==> src/rtl/serial_subtractor_pkg.sv <==
// Shared definitions for the bit-serial subtractor.
// Holds the default operand width and the FSM state encodings.
package serial_subtractor_pkg;
    localparam int DATA_WIDTH_DEF = 32;

    localparam logic [1:0] ST_IDLE  = 2'b00;
    localparam logic [1:0] ST_SHIFT = 2'b01;
    localparam logic [1:0] ST_DONE  = 2'b10;
endpackage

==> src/rtl/serial_subtractor_full_subtractor.sv <==
// One-bit full subtractor cell built from gate primitives.
// D = A ^ B ^ BI, BO = (~A & B) | (~(A ^ B) & BI).
module full_subtractor (
    output logic D,
    output logic BO,
    input  logic A,
    input  logic B,
    input  logic BI
);
    logic axb;
    logic na;
    logic naxb;
    logic t0;
    logic t1;

    xor g_x0 (axb, A, B);
    xor g_x1 (D, axb, BI);
    not g_n0 (na, A);
    not g_n1 (naxb, axb);
    and g_a0 (t0, na, B);
    and g_a1 (t1, naxb, BI);
    or  g_o0 (BO, t0, t1);
endmodule

==> src/rtl/serial_subtractor.sv <==
// Bit-serial two's-complement subtractor, one bit per clock.
// Reuses a single full_subtractor cell with a registered borrow.
module serial_subtractor
    import serial_subtractor_pkg::*;
#(
    parameter int DATA_WIDTH = DATA_WIDTH_DEF,
    parameter int CNT_WIDTH  = 6
) (
    input  logic                  CLK,
    input  logic                  RST,
    input  logic                  START,
    input  logic [DATA_WIDTH-1:0] A,
    input  logic [DATA_WIDTH-1:0] B,
    output logic [DATA_WIDTH-1:0] DIFF,
    output logic                  BORROW,
    output logic                  OVERFLOW,
    output logic                  ZERO,
    output logic                  BUSY,
    output logic                  DONE
);
    localparam logic [CNT_WIDTH-1:0] LAST = CNT_WIDTH'(DATA_WIDTH - 1);

    logic [1:0]            state_q, state_d;
    logic [DATA_WIDTH-1:0] opa_q, opa_d;
    logic [DATA_WIDTH-1:0] opb_q, opb_d;
    logic [DATA_WIDTH-1:0] res_q, res_d;
    logic [CNT_WIDTH-1:0]  cnt_q, cnt_d;
    logic                  brw_q, brw_d;
    logic                  sa_q, sa_d;
    logic                  sb_q, sb_d;
    logic [DATA_WIDTH-1:0] diff_q, diff_d;
    logic                  borrow_q, borrow_d;
    logic                  ovf_q, ovf_d;
    logic                  zero_q, zero_d;

    logic                  cell_d;
    logic                  cell_bo;
    logic [DATA_WIDTH-1:0] res_shift;

    full_subtractor u_cell (
        .D  (cell_d),
        .BO (cell_bo),
        .A  (opa_q[0]),
        .B  (opb_q[0]),
        .BI (brw_q)
    );

    assign res_shift = {cell_d, res_q[DATA_WIDTH-1:1]};

    // Next-state: accept, shift one bit, and publish the result on the last bit
    always_comb begin
        state_d  = state_q;
        opa_d    = opa_q;
        opb_d    = opb_q;
        res_d    = res_q;
        cnt_d    = cnt_q;
        brw_d    = brw_q;
        sa_d     = sa_q;
        sb_d     = sb_q;
        diff_d   = diff_q;
        borrow_d = borrow_q;
        ovf_d    = ovf_q;
        zero_d   = zero_q;
        unique case (state_q)
            ST_IDLE, ST_DONE: begin
                state_d = ST_IDLE;
                if (START) begin
                    state_d = ST_SHIFT;
                    opa_d   = A;
                    opb_d   = B;
                    sa_d    = A[DATA_WIDTH-1];
                    sb_d    = B[DATA_WIDTH-1];
                    brw_d   = 1'b0;
                    cnt_d   = '0;
                end
            end
            ST_SHIFT: begin
                opa_d = {1'b0, opa_q[DATA_WIDTH-1:1]};
                opb_d = {1'b0, opb_q[DATA_WIDTH-1:1]};
                res_d = res_shift;
                brw_d = cell_bo;
                cnt_d = cnt_q + CNT_WIDTH'(1);
                if (cnt_q == LAST) begin
                    state_d  = ST_DONE;
                    diff_d   = res_shift;
                    borrow_d = cell_bo;
                    ovf_d    = (sa_q != sb_q) && (cell_d != sa_q);
                    zero_d   = (res_shift == '0);
                end
            end
            default: state_d = ST_IDLE;
        endcase
    end

    // State registers with asynchronous clear
    always_ff @(posedge CLK or negedge RST) begin
        if (!RST) begin
            state_q  <= ST_IDLE;
            opa_q    <= '0;
            opb_q    <= '0;
            res_q    <= '0;
            cnt_q    <= '0;
            brw_q    <= 1'b0;
            sa_q     <= 1'b0;
            sb_q     <= 1'b0;
            diff_q   <= '0;
            borrow_q <= 1'b0;
            ovf_q    <= 1'b0;
            zero_q   <= 1'b0;
        end else begin
            state_q  <= state_d;
            opa_q    <= opa_d;
            opb_q    <= opb_d;
            res_q    <= res_d;
            cnt_q    <= cnt_d;
            brw_q    <= brw_d;
            sa_q     <= sa_d;
            sb_q     <= sb_d;
            diff_q   <= diff_d;
            borrow_q <= borrow_d;
            ovf_q    <= ovf_d;
            zero_q   <= zero_d;
        end
    end

    assign DIFF     = diff_q;
    assign BORROW   = borrow_q;
    assign OVERFLOW = ovf_q;
    assign ZERO     = zero_q;
    assign BUSY     = (state_q == ST_SHIFT);
    assign DONE     = (state_q == ST_DONE);
endmodule

==> config.mk <==
export PLATFORM = sky130hd
export DESIGN_NAME = serial_subtractor
export DESIGN_NICKNAME = d
export VERILOG_FILES = /design/src/rtl/serial_subtractor_pkg.sv /design/src/rtl/serial_subtractor_full_subtractor.sv /design/src/rtl/serial_subtractor.sv
export SDC_FILE = /design/constraint.sdc
export NUM_CORES = 1
export LEC_CHECK = 0
export ABC_AREA = 1
export BUFFER_PORTS_ARGS = -buffer_cell sky130_fd_sc_hd__buf_2
export CAP_MARGIN = 20
export CORE_ASPECT_RATIO = 0.5
export CORE_MARGIN = 1.5
export CORE_UTILIZATION = 30
export CTS_CLUSTER_DIAMETER = 150
export DETAILED_ROUTE_END_ITERATION = 6
export PLACE_DENSITY_LB_ADDON = 0.12
export SLEW_MARGIN = 0
export SYNTH_ARGS = -nofsm -noshare
export SYNTH_HDL_FRONTEND = slang
export SYNTH_SLANG_ARGS = --single-unit
==> constraint.sdc <==
create_clock -name CLK -period 1.9 [get_ports CLK]
set_input_delay 0.38 -clock CLK [delete_from_list [all_inputs] [get_ports CLK]]
set_output_delay 0.38 -clock CLK [all_outputs]
set_load 0.005 [all_outputs]
==> out/metrics.cfg, run 1 <==
[worst_setup_path]
cp_data_required_time_ns = 1.52
worst_setup_path_end_kind = output port
rr_worst_depth = 9
critical_path.max_fanout = 14
cp.arrival_ns = 1.39
reg2reg_from = opb_q[0]
worstSetupPathType = reg2out
reg2reg_slack_ns = 0.43
reg2reg_to = ZERO
startpoint_type = flop

[global_routing]
grtUsageTotal = 0.145
antenna_found_initial = 0
grt-ovfl-total = 0
grt_pass1_vias = 4596
grt_max_degree = 86
grt_pass1_wl_um = 23600

[floorplan]
core_sq_um = 19400
ios = 104
rows = 36
die_area_sq_um = 20700
die_height_um = 102
start_util = 0.306
fp.dieW_um = 202

[power_and_ir_drop]
p_leak_nw = 3.59
ir_drop_mv = 0.668
powerDensity_nw_per_um2 = 1210

[synth]
synth-simple-area-share = 0.263
syn_nets = 747
synth_fa_ha_area_frac = 0.00548
syn_inst = 678
async_flop_share = 1.00
synth_seq_cells = 141
syn_area_sq_um = 5930
muxShareOfSynthArea = 0
ys_seq_area_frac = 0.595
syn_avg_cell_area_sq_um = 8.75
yosys_warnings = 0
synth_top_family_by_area = simple AND/OR/NAND/NOR gates
synth-compound-area-share = 0.0721
ys.flop_type = dfrtp_1
synth_edf_count = 0
yosysUniqueCellTypes = 22
yosys.area_share.xor_xnor = 0

[sta]
period_minus_slack_ns = 1.77
rsz0062_at_grt = false
fin_setup_tns_ns = 0
drv_slew = 0
clock_skew_ns = 0.0101
max-slew-margin-rel = 0.671
hold_viol = 0
worstMarginPinSlew_ns = 0.494
fmax_mhz = 564
post-route-period-util = 0.933
setup_viol = 0

[route]
num_vias = 4775
drt-pass1-iter-count = 6
viasPerCell = 4.52
wl_per_cell_um = 13.3
first_iter_violations = 245
routed_wl_um = 14100
antenna_left = 0
drc = 0

[outcome]
outcome = finished, final reports clean

[layout]
utilization = 0.385
final_common_cell = nand2_1
final_cell_mix = nand2_1, dfrtp_1, nand3_1, buf_2, o21ai_0
area_growth_pct = 25.8
drive_above_1_share = 0.209
design_area_sq_um = 7470
final_nets = 846
antenna_cells = 0

[clock_network]
cts_buffers = 17
htreeDepth = 4
postCtsSetupRepairBufs = 0
cts_root_buffer = clkbuf_16
path_clk_slew_ns = 0.07
ctsLongestPathBuffers = 2
cts_tree = built
cts.sink_count = 141
insertion_delay_ns = 0.42

[placement]
port_buffers = 103
gp_congestion = 0.716
dp_hpwl_um = 9420
dpl_cell_area_sq_um = 6800

[min_path]
worstHoldStart = B[29]
hold_class = in2reg
min_to = opb_q[29]
hold_path_depth = 3

[flow_run]
drv_cap = 0

-- registers in the layout (all words and copies together) (netlist names) --
name      cells
OVERFLOW      1
res_q        31
ZERO          1
opb_q        32
brw_q         1
opa_q        32
BORROW        1
sa_q          1
state_q       2
sb_q          1
cnt_q         6
DIFF         32
-- logic make-up (layout without fill, tap and decap cells) --
group,Yosys count,in the layout
DFF,141,141
and+or+nand+nor,370,370
AOI/OAI and AO/OA,79,79
adders and majority gates,2,2
buffers and inverters,86,198
-- worst max path at each step --
stage	startpoint	to
2_1_floorplan	opb_q[0]	ZERO
3_3_place_gp	state_q[0]	opa_q[16]
3_5_place_dp	state_q[1]	DIFF[5]
4_1_cts	state_q[1]	BUSY
5_1_grt	state_q[1]	BUSY
6_report	state_q[1]	BUSY
-- metrics by stage --
stage | worst slack [ns] | instances | hold WS (ns) | power [W]
CTS | 0.0755 | 1056 | 0.158 | 0.00918
detailed placement | 0.414 | 1023 | 0.362 | 0.00538
global placement | 0.451 | 1023 | 0.362 | 0.00534
floorplan | 0.537 | 678 | 0.0844 | 0.00488
finish | 0.127 | 1056 | 0.180 | 0.00902
global route | 0.0154 | 1056 | 0.167 | 0.00962
-- area by class of cell --
type | instances | area (sq um)
fillers | 2016 | 11900
flip-flops and latches | 141 | 3530
clock inverters | 13 | 213
inverters | 44 | 165
repair buffers | 122 | 754
multi-input cells | 451 | 2030
well taps | 266 | 333
clock buffers | 19 | 443
-- repair_timing --
item,in CTS,in global routing
hold buffers,1,0
endpoints found under the hold margin,44,0
gates resized for setup,0,0
-- critical path: stages, from the launching register on --
cell and delay, ns:
dfrtp_1 0.37, inv_1 0.10, nand2_4 0.07, inv_2 0.25, buf_2 0.18
-- report_power, final --
part,leakage [nW],switching [W],internal (W)
Sequential,1.63,0.000382,0.00361
Clock,0.310,0.00135,0.00238
Combinational,1.66,0.000780,0.000530
-- metal layers --
metal / vias to the layer above / global-route usage / wire length (um)
met1: 2303 / 0.205 / 7160
li1: 2397 / - / -
met2: 67 / 0.223 / 6380
met3: 8 / 0.0357 / 436
met4: 0 / 0.0413 / 106
met5: - / 0 / 0
-- synth_stat cells, types with 4 or more instances --
| master | number | area share |
|---|---|---|
| nor2_1 | 27 | 0.017 |
| buf_2 | 21 | 0.018 |
| o211ai_1 | 4 | 0.0051 |
| nand3_1 | 124 | 0.10 |
| dfrtp_1 | 141 | 0.59 |
| a21oi_1 | 4 | 0.0034 |
| o21ai_2 | 5 | 0.0074 |
| clkbuf_1 | 13 | 0.0082 |
| buf_4 | 6 | 0.0076 |
| inv_1 | 42 | 0.027 |
| o21ai_1 | 5 | 0.0042 |
| nand2_1 | 214 | 0.14 |
| o21ai_0 | 59 | 0.050 |
Power figures use the tool's default switching activity.
==> inputs of run 2 (changes only) <==
- clock period: 1.9 -> 2 ns (I/O delays scaled with it)
==> run 2 against run 1 <==
  * Worst hold slack gained 0.0053 ns
  * Cell count is essentially flat
  * Clock power shrank 13%
  * Clock skew grew 0.0013 ns
  * Sequential power shrank 5.3%
  * Via count shrank 0.63%
  * Combinational power shrank 5%
==> out/metrics.cfg, run 2 (same netlist as run 1, synthesis figures left out) <==
[route]
num_vias = 4745
drt-pass1-iter-count = 4
antenna_left = 0
wl_per_cell_um = 13.3
viasPerCell = 4.50
routed_wl_um = 14000
first_iter_violations = 190
drc = 0

[layout]
multi_input_comb_area_sq_um = 2030
fillers = 1994
final_common_cell = nand2_1
final_cell_mix = nand2_1, dfrtp_1, nand3_1, buf_2, o21ai_0
antenna_cells = 0
final_nets = 845
fin_cells = 1055
regArea_sq_um = 3530
area_growth_pct = 24.5
drive_above_1_share = 0.209
utilization = 0.381

[worst_setup_path]
worst_setup_path_end_kind = output port
critical_path.max_fanout = 14
cp_data_required_time_ns = 1.60
startpoint_type = flop
worstSetupPathType = reg2out
rr_worst_depth = 6
cp.arrival_ns = 1.41

[sta]
worstMarginPinSlew_ns = 0.544
drv_slew = 0
clock_skew_ns = 0.0114
max-slew-margin-rel = 0.637
fmax_mhz = 552
rsz0062_at_grt = false
setup_ws_ns = 0.189
period_minus_slack_ns = 1.81
post-route-period-util = 0.905
fin_setup_tns_ns = 0
setup_viol = 0
hold_viol = 0

[global_routing]
antenna_found_initial = 0
grt_max_degree = 63
grtUsageTotal = 0.147
grt_pass1_vias = 4648
grt_pass1_wl_um = 23700
grt-ovfl-total = 0

[power_and_ir_drop]
p_leak_nw = 3.56
powerDensity_nw_per_um2 = 1120
ir_drop_mv = 0.726

[clock_network]
path_clk_slew_ns = 0.07
htreeDepth = 4
cts.sink_count = 141
cts_tree = built
ctsLongestPathBuffers = 2
insertion_delay_ns = 0.43
cts_buffers = 17
ctsResizeCount = 0
cts_root_buffer = clkbuf_16

[placement]
dpl_worst_slack_ns = 0.503
dp.cells = 1022
port_buffers = 103
gp_congestion = 0.695
dp_hpwl_um = 9290

[min_path]
hold_class = in2reg
hold_path_depth = 3

[floorplan]
die_height_um = 102
ios = 104
die_area_sq_um = 20700
rows = 36
core_sq_um = 19400
fp.dieW_um = 202
start_util = 0.306

[outcome]
outcome = finished, final reports clean

[flow_run]
drv_cap = 0

run 2: layout make-up:
type                    instances  area share
flip-flops and latches        141       0.478
clock buffers                  18      0.0595
well taps                     266      0.0451
repair buffers                121      0.0994
clock inverters                14      0.0213
multi-input cells             451       0.275
inverters                      44      0.0224
run 2: timing repair:
action,CTS,global route
hold buffers,1,0
endpoints found under the setup margin,0,0
buffers inserted,0,0
hold endpoints to repair,48,0
run 2: routing by layer:
metal | global-route usage | wire [um] | up-vias
li1 | - | - | 2388
met1 | 0.200 | 7120 | 2263
met2 | 0.229 | 6340 | 76
met3 | 0.0322 | 435 | 18
met4 | 0.0586 | 145 | 0
met5 | 0 | 0 | -
run 2: critical path: stages, from the launching register on:
cell	delay (ns)
dfrtp_1	0.37
inv_1	0.11
nand2_4	0.14
inv_2	0.21
buf_2	0.16
run 2: path summary, 6_finish.rpt:
check	start	endpoint	slack, ns
worst max-delay path	state_q[1]	BUSY	0.19
worst min-delay path	B[13]	opb_q[13]	0.19
worst max register to register	brw_q	OVERFLOW	0.52
worst min register to register	BORROW	BORROW	0.48
max in group asynchronous	RST	opa_q[23]	0.83
min in group asynchronous	RST	DIFF[22]	0.49
run 2: where the power goes:
group | internal, W | switching (W) | total (W)
Sequential | 0.00343 | 0.000355 | 0.00378
Combinational | 0.000500 | 0.000736 | 0.00124
Clock | 0.00189 | 0.00133 | 0.00323
run 2: through the flow:
| stage | hold slack, ns | cell area [sq um] | total power, W |
|---|---|---|---|
| finish | 0.186 | 7390 | 0.00824 |
| global route | 0.186 | 7390 | 0.00879 |
| CTS | 0.168 | 7390 | 0.00839 |
| detailed placement | 0.401 | 6780 | 0.00510 |
| global placement | 0.396 | 6780 | 0.00507 |
| floorplan | 0.104 | 5930 | 0.00463 |
==> inputs of run 3 (changes only) <==
--- a/config.mk
+++ b/config.mk
@@ -10,2 +10,4 @@
 export CAP_MARGIN = 20
+export CELL_PAD_IN_SITES_DETAIL_PLACEMENT = 0
+export CELL_PAD_IN_SITES_GLOBAL_PLACEMENT = 1
 export CORE_ASPECT_RATIO = 0.5
@@ -16,2 +18,3 @@
 export PLACE_DENSITY_LB_ADDON = 0.12
+export SETUP_SLACK_MARGIN = 0.5
 export SLEW_MARGIN = 0
--- a/constraint.sdc
+++ b/constraint.sdc
@@ -3,2 +3,2 @@
 set_output_delay 0.4 -clock CLK [all_outputs]
-set_load 0.005 [all_outputs]
+set_load 0.01 [all_outputs]
==> run 3 against run 2 <==
  * Register-to-register slack got worse by 0.13 ns
  * Worst hold slack gained 0.018 ns
  * Clock-buffer cell count grew 1
  * Flip-flop and latch count stayed put
  * First-iteration DRC count rose by 7.9%
  * Global-route usage grew 1.1 points
  * Largest cell class unchanged
  * Largest power group unchanged
  * Highest routed layer unchanged
==> out/metrics.cfg, run 3 (same netlist as run 1, synthesis figures left out) <==
[outcome]
outcome = finished, final reports clean

[clock_network]
path_clk_slew_ns = 0.07
cts_root_buffer = clkbuf_16
cts_buffers = 17
cts_tree = built
ctsLongestPathBuffers = 2
insertion_delay_ns = 0.41
htreeDepth = 4
cts.sink_count = 141

[route]
first_iter_violations = 205
wl_per_cell_um = 14.6
drc = 0
drt-pass1-iter-count = 4
routed_wl_um = 15700
antenna_left = 0
viasPerCell = 4.53
num_vias = 4868

[power_and_ir_drop]
p_leak_nw = 3.80
p_int_w = 0.00614
powerDensity_nw_per_um2 = 1060
ir_drop_mv = 0.578
pwr-share-comb = 0.162
pwr-share-seq = 0.444
total_power_w = 0.00854
clkPwrFrac = 0.394
p_sw_w = 0.00240
switching_share = 0.282

[layout]
final_cell_mix = nand2_1, dfrtp_1, nand3_1, buf_2, inv_1
final_common_cell = nand2_1
antenna_cells = 0
area_growth_pct = 35.1
final_nets = 865
fin_cells = 1074
fillers = 1988
drive_above_1_share = 0.292

[sta]
drv_slew = 0
rsz0062_at_grt = true
max-slew-margin-rel = 0.610
fmax_mhz = 614
hold_viol = 0
post-route-period-util = 0.814
period_minus_slack_ns = 1.63
fin_setup_tns_ns = 0
setup_ws_ns = 0.372
setup_viol = 0
worstMarginPinSlew_ns = 0.585
clock_skew_ns = 0.00971

[floorplan]
fp.dieW_um = 202
die_area_sq_um = 20700
rows = 36
start_util = 0.306
core_sq_um = 19400
ios = 104
die_height_um = 102

[placement]
dpl_worst_slack_ns = 0.313
dp_hpwl_um = 9090
gp_congestion = 0.698
port_buffers = 103
dp.cells = 1019

[worst_setup_path]
cp_num_buf_inv = 3
worstSetupPathType = reg2out
crit_chain = nand2_4 -> inv_6 -> buf_12 -> buf_6
worst_setup_path_end_kind = output port
cp_data_required_time_ns = 1.60
slowest_delay_ns = 0.42
critical_path.max_fanout = 3
crit_family = flip-flops
cp.arrival_ns = 1.23
startpoint_type = flop
cp_slowest_cell = dfrtp_1

[global_routing]
grt_max_degree = 134
grt_pass1_wl_um = 25500
grt-ovfl-total = 0
grt_pass1_vias = 4839
antenna_found_initial = 0
grtUsageTotal = 0.158

[min_path]
hold_class = in2reg

[flow_run]
drv_cap = 0

[run 3: area by class of cell]
class / count / area, sq um / share of cell area
multi-input cells: 454 / 2290 / 0.285
repair buffers: 138 / 1080 / 0.134
clock inverters: 12 / 169 / 0.0211
clock buffers: 19 / 453 / 0.0565
well taps: 266 / 333 / 0.0415
inverters: 44 / 170 / 0.0212
flip-flops and latches: 141 / 3530 / 0.440
[run 3: routing by layer]
layer	track usage	vias to the layer above	routed length, um
met5	0	-	0
met4	0.0465	0	104
met3	0.0306	8	444
met2	0.245	71	6980
met1	0.225	2350	8130
li1	-	2439	-
[run 3: per-stage QoR]
| step | utilization | instance area, sq um | hold WS, ns |
|---|---|---|---|
| 6_report | 0.413 | 8020 | 0.204 |
| 2_1_floorplan | - | 5930 | 0.104 |
| 5_1_grt | 0.413 | 8020 | 0.195 |
| 4_1_cts | 0.388 | 7540 | 0.188 |
| 3_3_place_gp | 0.348 | 6760 | 0.359 |
| 3_5_place_dp | 0.348 | 6760 | 0.361 |
[run 3: path summary, 6_finish.rpt]
| path | start | to | slack, ns | depth (start not counted) |
|---|---|---|---|---|
| min | B[23] | opb_q[23] | 0.20 | 3 |
| min reg2reg | DIFF[2] | DIFF[2] | 0.48 | 2 |
| max reg2reg | state_q[0] | opa_q[31] | 0.39 | 4 |
| max | state_q[0] | BUSY | 0.37 | 4 |
| max in group asynchronous | RST | opa_q[1] | 0.90 | 3 |
| min in group asynchronous | RST | DIFF[30] | 0.48 | 2 |
[run 3: power groups by stage]
stage	registers, W	logic [W]	clock network, W
after global routing	0.00387	0.00162	0.00360
after CTS	0.00378	0.00134	0.00346
after global placement	0.00383	0.00125	0
after detailed placement	0.00383	0.00127	0
final	0.00379	0.00138	0.00337
after floorplan	0.00374	0.000896	0
[run 3: timing repair]
| item | in CTS | in global routing |
|---|---|---|
| setup endpoints to repair | 35 | 105 |
| cloned | 3 | 8 |
| resized for setup | 6 | 103 |
| hold buffers | 1 | 0 |
| hold endpoints to repair | 36 | 0 |
| pin swaps | 5 | 7 |
| buffers inserted | 6 | 6 |
[run 3: tightest hold or removal path: stages]
cell and delay (ns):
buf_2 0.07, nand2_1 0.04, nand3_1 0.07
